<file path="src/rtl/serial_parallel_pkg.sv">
`default_nettype none
// ============================================================================
// Module      : serial_parallel_pkg
// Description : Shared constants for the serial-to-parallel frame assembler.
// Revision    : 1.0 - initial release
// ============================================================================
package serial_parallel_pkg;

    localparam int c_D_WL_DEFAULT      = 24;
    localparam int c_CLASS_NUM_DEFAULT = 2;
    localparam int c_CNT_W             = 8;

endpackage : serial_parallel_pkg
`default_nettype wire

</file>
<file path="src/rtl/serial_parallel.sv">
`default_nettype none
// ============================================================================
// Module      : serial_parallel
// Description : Collects CLASS_NUM serial words into one registered frame,
//               first word in the LSB slice, with a one-cycle o_valid pulse.
// Revision    : 1.0 - initial release
// ============================================================================
module serial_parallel
    import serial_parallel_pkg::*;
#(
    parameter int D_WL      = c_D_WL_DEFAULT,
    parameter int CLASS_NUM = c_CLASS_NUM_DEFAULT
) (
    input  logic                      clk,
    input  logic                      rst_n,
    input  logic [D_WL-1:0]           D_IN,
    input  logic                      i_valid,
    input  logic                      clear,
    output logic [CLASS_NUM*D_WL-1:0] out,
    output logic                      o_valid,
    output logic                      busy
);

    localparam int                 c_FRAME_W = CLASS_NUM * D_WL;
    localparam logic [c_CNT_W-1:0] c_LAST    = c_CNT_W'(CLASS_NUM - 1);
    localparam logic [c_CNT_W-1:0] c_ONE     = c_CNT_W'(1);

    logic [c_FRAME_W-1:0] r_shift;
    logic [c_CNT_W-1:0]   r_cnt;
    logic [c_FRAME_W-1:0] r_out;
    logic                 r_o_valid;

    logic                 w_accept;
    logic                 w_last;
    logic [c_FRAME_W-1:0] w_shift_next;

    // clear wins over a same-cycle word, which is simply dropped
    assign w_accept     = i_valid & ~clear;
    assign w_last       = w_accept & (r_cnt == c_LAST);
    assign w_shift_next = {D_IN, r_shift[c_FRAME_W-1:D_WL]};

    always_ff @(posedge clk or negedge rst_n) begin
        if (!rst_n) begin
            r_shift   <= '0;
            r_cnt     <= '0;
            r_out     <= '0;
            r_o_valid <= 1'b0;
        end else begin
            r_o_valid <= w_last;
            if (clear) begin
                r_shift <= '0;
                r_cnt   <= '0;
            end else if (w_accept) begin
                r_shift <= w_shift_next;
                r_cnt   <= w_last ? '0 : r_cnt + c_ONE;
            end
            // the shifted value already holds the whole frame on the last word
            if (w_last) begin
                r_out <= w_shift_next;
            end
        end
    end

    assign out     = r_out;
    assign o_valid = r_o_valid;
    assign busy    = (r_cnt != '0);

endmodule : serial_parallel
`default_nettype wire

</file>
<file path="config.mk">
export PLATFORM = sky130hd
export DESIGN_NAME = serial_parallel
export DESIGN_NICKNAME = d
export VERILOG_FILES = /design/src/rtl/serial_parallel_pkg.sv /design/src/rtl/serial_parallel.sv
export SDC_FILE = /design/constraint.sdc
export NUM_CORES = 1
export LEC_CHECK = 0
export ABC_AREA = 1
export CORE_MARGIN = 8
export CORE_UTILIZATION = 45
export DETAILED_ROUTE_END_ITERATION = 12
export GPL_TIMING_DRIVEN = 1
export MAX_ROUTING_LAYER = met4
export PLACE_DENSITY = 0.76
export SYNTH_ARGS = -nofsm -noshare
export SYNTH_HDL_FRONTEND = slang
export SYNTH_SLANG_ARGS = --single-unit
export TNS_END_PERCENT = 50
</file>
<file path="constraint.sdc">
create_clock -name clk -period 2.99 [get_ports clk]
set_input_delay 0.598 -clock clk [delete_from_list [all_inputs] [get_ports clk]]
set_output_delay 0.598 -clock clk [all_outputs]
set_load 0.03 [all_outputs]
</file>
[Word-level counts from Yosys, hierarchy flattened]
Index checks and enable logic that the tools add are counted.
Operators by class
  shift-type cells: 0
  eq/ne operators: 1
  reductions and logical operators: 2
  multiply operators: 0
  magnitude comparators: 0
  bitwise gates (word level): 3
  add/sub/neg operators: 1
  div/mod/pow operators: 0
  mux-type cells: 5
Operator list (number)
  48-bit two-way mux: 2
  8-bit two-way mux: 3
  8-bit by 1-bit adder with 8-bit output (second input constant): 1
  8-bit by 1-bit == test with 1-bit output (second input constant): 1
  8-bit nonzero test: 1
  1-bit AND: 2
  2-bit nonzero test: 1
  1-bit NOT: 1
Word-level totals
  register bits after elaboration: 105
  logic and storage cells: 16
  bits in latches: 0
  memory bits (read-only): 0
  memories kept: 0
  bits in writable memories: 0

[Logic depth before layout (Yosys ltp)]
  word-level depth: 6
  mapped depth: 10
  depth with buffers taken out: 8

[Least setup slack after synthesis]
No wires, ideal clock.
  kind: register to output
  start point: reg r_cnt[0]
  end point: out busy
  slack: 1470 ps
  stages on the path, launching flop included: 4
  arrival: 922 ps
  path buffers: 0
  cell sequence: dfrtp_1 inv_1 ha_1 nand4_1
On the way
  cells in the longest elaborated chain, start to end: 1
RTL lines
  start, declared: RTL line serial_parallel.sv:29  | logic [c_CNT_W-1:0] r_cnt;
  start signal, assigned: RTL line serial_parallel.sv:55  | r_cnt <= w_last ? '0 : r_cnt + c_ONE;
  8-bit nonzero test: RTL line serial_parallel.sv:66  | assign busy = (r_cnt != '0);
  end, declared: RTL line serial_parallel.sv:21  | output logic busy
No other way between the ends.

[Worst setup path after layout]
Same ends and word-level chain as after synthesis.

==> flow_metrics.env <==
export IMPL_final_hold_viol_count=0
export IMPL_yosysTopAreaCell="dfrtp_1"
export IMPL_synth_area_um2=3193
export IMPL_r2r_end="out[6]$_DFFE_PN0P_"
export IMPL_endpoint_kind="primary output"
export IMPL_ir_drop_mv=0.3740
export IMPL_synth_top_cells_by_count="nand2_1 (169), dfrtp_1 (81), a22o_1 (24)"
export IMPL_fin_worst_skew_ns=0.01274
export IMPL_drv_slew=0
export IMPL_clock_sinks=81
export IMPL_ant_nets=0
export IMPL_syn_num_nets=362
export IMPL_gp_congestion=0.8078
export IMPL_via_per_inst=4.745
export IMPL_hpwlAfterDp_um=4871
export IMPL_synth_top_area_share=0.6348
export IMPL_fin_crit_sh=0.8001
export IMPL_drc=0
export IMPL_nNetsFinal=439
export IMPL_start_util=0.4674
export IMPL_worstSetupStartpointType="flip-flop"
export IMPL_synth_edf_count=0
export IMPL_netlist_instances=331
export IMPL_die_y_um=100.2
export IMPL_die_w_um=100.2
export IMPL_max_slew_margin_rel=0.3556
export IMPL_rows=30
export IMPL_h_tree_depth=3
export IMPL_root_buffer="clkbuf_8"
export IMPL_hold_class="in2async"
export IMPL_final_area_um2=4205
export IMPL_reg2reg_depth=9
export IMPL_setup_tns_ns=0
export IMPL_grt_pass1_vias=2511
export IMPL_reg2reg_setup_slack_ns=1.39
export IMPL_drtPass1Iterations=4
export IMPL_io_pins=78
export IMPL_hold_buffers=0
export IMPL_grt_first_pass_wirelength_um=12160
export IMPL_drv_cap=0
export IMPL_synth_yosys_warnings=0
export IMPL_areaGrowthSynthToFinish_pct=31.70
export IMPL_place_area_um2=4029
export IMPL_drive_gt1_frac=0.06538
export IMPL_postCtsSetupBuffers=0
export IMPL_routedWlPerCell_um=14.02
export IMPL_ys_seq_area_frac=0.6348
export IMPL_tightest_slew_ns=0.9666
export IMPL_cts_clk_slew_worst_paths_ns=0.08
export IMPL_multi_input_area_um2=1026
export IMPL_cp_arrival_ns=1.79
export IMPL_numCtsBuffers=9
export IMPL_hold_slack_ns=0.4035
export IMPL_grt_max_degree=82
export IMPL_setup_violations=0
export IMPL_ys_async_sr_fraction=1.000
export IMPL_clk_path_buf_depth=2
export IMPL_cts_tree="done"
export IMPL_grt_overflow_total=0
export IMPL_cp_required_ns=2.39
export IMPL_min_period_ns=2.392
export IMPL_cp_max_fo=4
export IMPL_synthTopCellsByArea="dfrtp_1 (63%), nand2_1 (20%), a22o_1 (6.6%), buf_6 (1.4%), ha_1 (1.2%)"
export IMPL_die_area_um2=10050
export IMPL_antenna_cells=0
export IMPL_rsz0062_at_grt="no"
export IMPL_status="completed"
export IMPL_fmax_mhz=418.0
export IMPL_regArea_um2=2027
export IMPL_timing_rr_start="r_cnt[1]$_DFFE_PN0P_"
export IMPL_portBuffers=77
export IMPL_nFillCells=605
export IMPL_antenna_found_initial=0
export IMPL_core_um2=6832
export IMPL_wirelength_um=7134
export IMPL_post_synth_top_count_cell="nand2_1"
export IMPL_insertion_delay_ns=0.35
export IMPL_vias=2415
export IMPL_drt_iter0_drc=114
export IMPL_ys_flop_type="dfrtp_1"
export IMPL_synth_cell_types=20
export IMPL_yosys_register_bits=81
export IMPL_grtUsageTotal=0.1575
export IMPL_post_cts_resize_count=0
export IMPL_syn_avg_cell_area_um2=9.647
export IMPL_p_leak_nw=2.134
export IMPL_power_density_nw_per_um2=737.3
export IMPL_crit_type="reg2out"
## worst max-delay path, cell delays in order (launching register included)
cell,delay (ns)
dfrtp_1,0.40
inv_1,0.08
ha_1,0.20
nand4_1,0.10
clkdlybuf4s50_1,0.68
## cells in the final DEF, fill, tap and decap left out, types with 2 or more instances in the layout
cell type | Yosys | layout
a22o_1 | 24 | 24
clkinv_4 | 0 | 2
clkbuf_8 | 0 | 9
dfrtp_1 | 81 | 81
clkinv_2 | 0 | 2
buf_4 | 1 | 4
clkdlybuf4s50_1 | 0 | 76
o21ai_0 | 5 | 5
nor2_2 | 2 | 3
ha_1 | 3 | 3
nand2_1 | 169 | 169
nand3_1 | 2 | 2
inv_6 | 0 | 2
inv_1 | 10 | 10
nand4_1 | 4 | 4
inv_2 | 2 | 2
nor2_1 | 9 | 8
## power by group
part | switching [W] | total (W) | internal [W] | leakage [nW]
clock network | 0.000403 | 0.000710 | 0.000307 | 0.0900
logic | 0.000583 | 0.000994 | 0.000411 | 0.974
registers | 0.000112 | 0.00140 | 0.00128 | 1.07
total | 0.00110 | 0.00310 | 0.00200 | 2.13
## registers in the layout, indices dropped and copies added (netlist names)
register / flops
o_valid: 1
out: 48
r_cnt: 8
r_shift: 24
## metrics by stage
step                utilization  total power (W)  setup slack (ns)  cells
finish                   0.6156         0.003100            0.5978    509
CTS                      0.6156         0.003140            0.5784    509
global route             0.6156         0.003257            0.5040    509
detailed placement       0.5897         0.002424            0.8457    493
floorplan                     -         0.001937             1.470    331
global placement         0.5897         0.002408            0.9012    493
## final cells by class
| type | count | share of cell area |
|---|---|---|
| multi-input combinational | 223 | 0.2440 |
| clock inverter | 7 | 0.01250 |
| tap | 96 | 0.02856 |
| clock buffer | 9 | 0.02946 |
| sequential | 81 | 0.4820 |
| timing repair buffer | 81 | 0.1928 |
| inverter | 12 | 0.01071 |
## metal layers
| metal | global-route usage | wire length [µm] |
|---|---|---|
| met5 | - | 0 |
| met4 | 0.06047 | 83 |
| met3 | 0.04429 | 335 |
| met2 | 0.2503 | 3457 |
| met1 | 0.1860 | 3258 |
## kinds of logic (layout without fill, tap and decap cells)
logic type | count (synthesis) | after routing | share of synthesized area
flops | 81 | 81 | 0.6348
fa+ha+maj | 3 | 3 | 0.01176
simple gates | 189 | 189 | 0.2300
compound gates | 30 | 30 | 0.07602
buf+inv | 27 | 109 | 0.04467
xor+xnor | 1 | 1 | 0.002743
## worst max-delay path by stage
stage	start	to	slack, ns
after floorplan	r_cnt[0]$_DFFE_PN0P_	busy	1.47
after global placement	clear	out[4]$_DFFE_PN0P_	0.90
after detailed placement	clear	out[31]$_DFFE_PN0P_	0.85
after CTS	r_cnt[0]$_DFFE_PN0P_	busy	0.58
after global routing	r_cnt[0]$_DFFE_PN0P_	busy	0.50
final	r_cnt[0]$_DFFE_PN0P_	busy	0.60
Power figures use the tool's default switching activity.
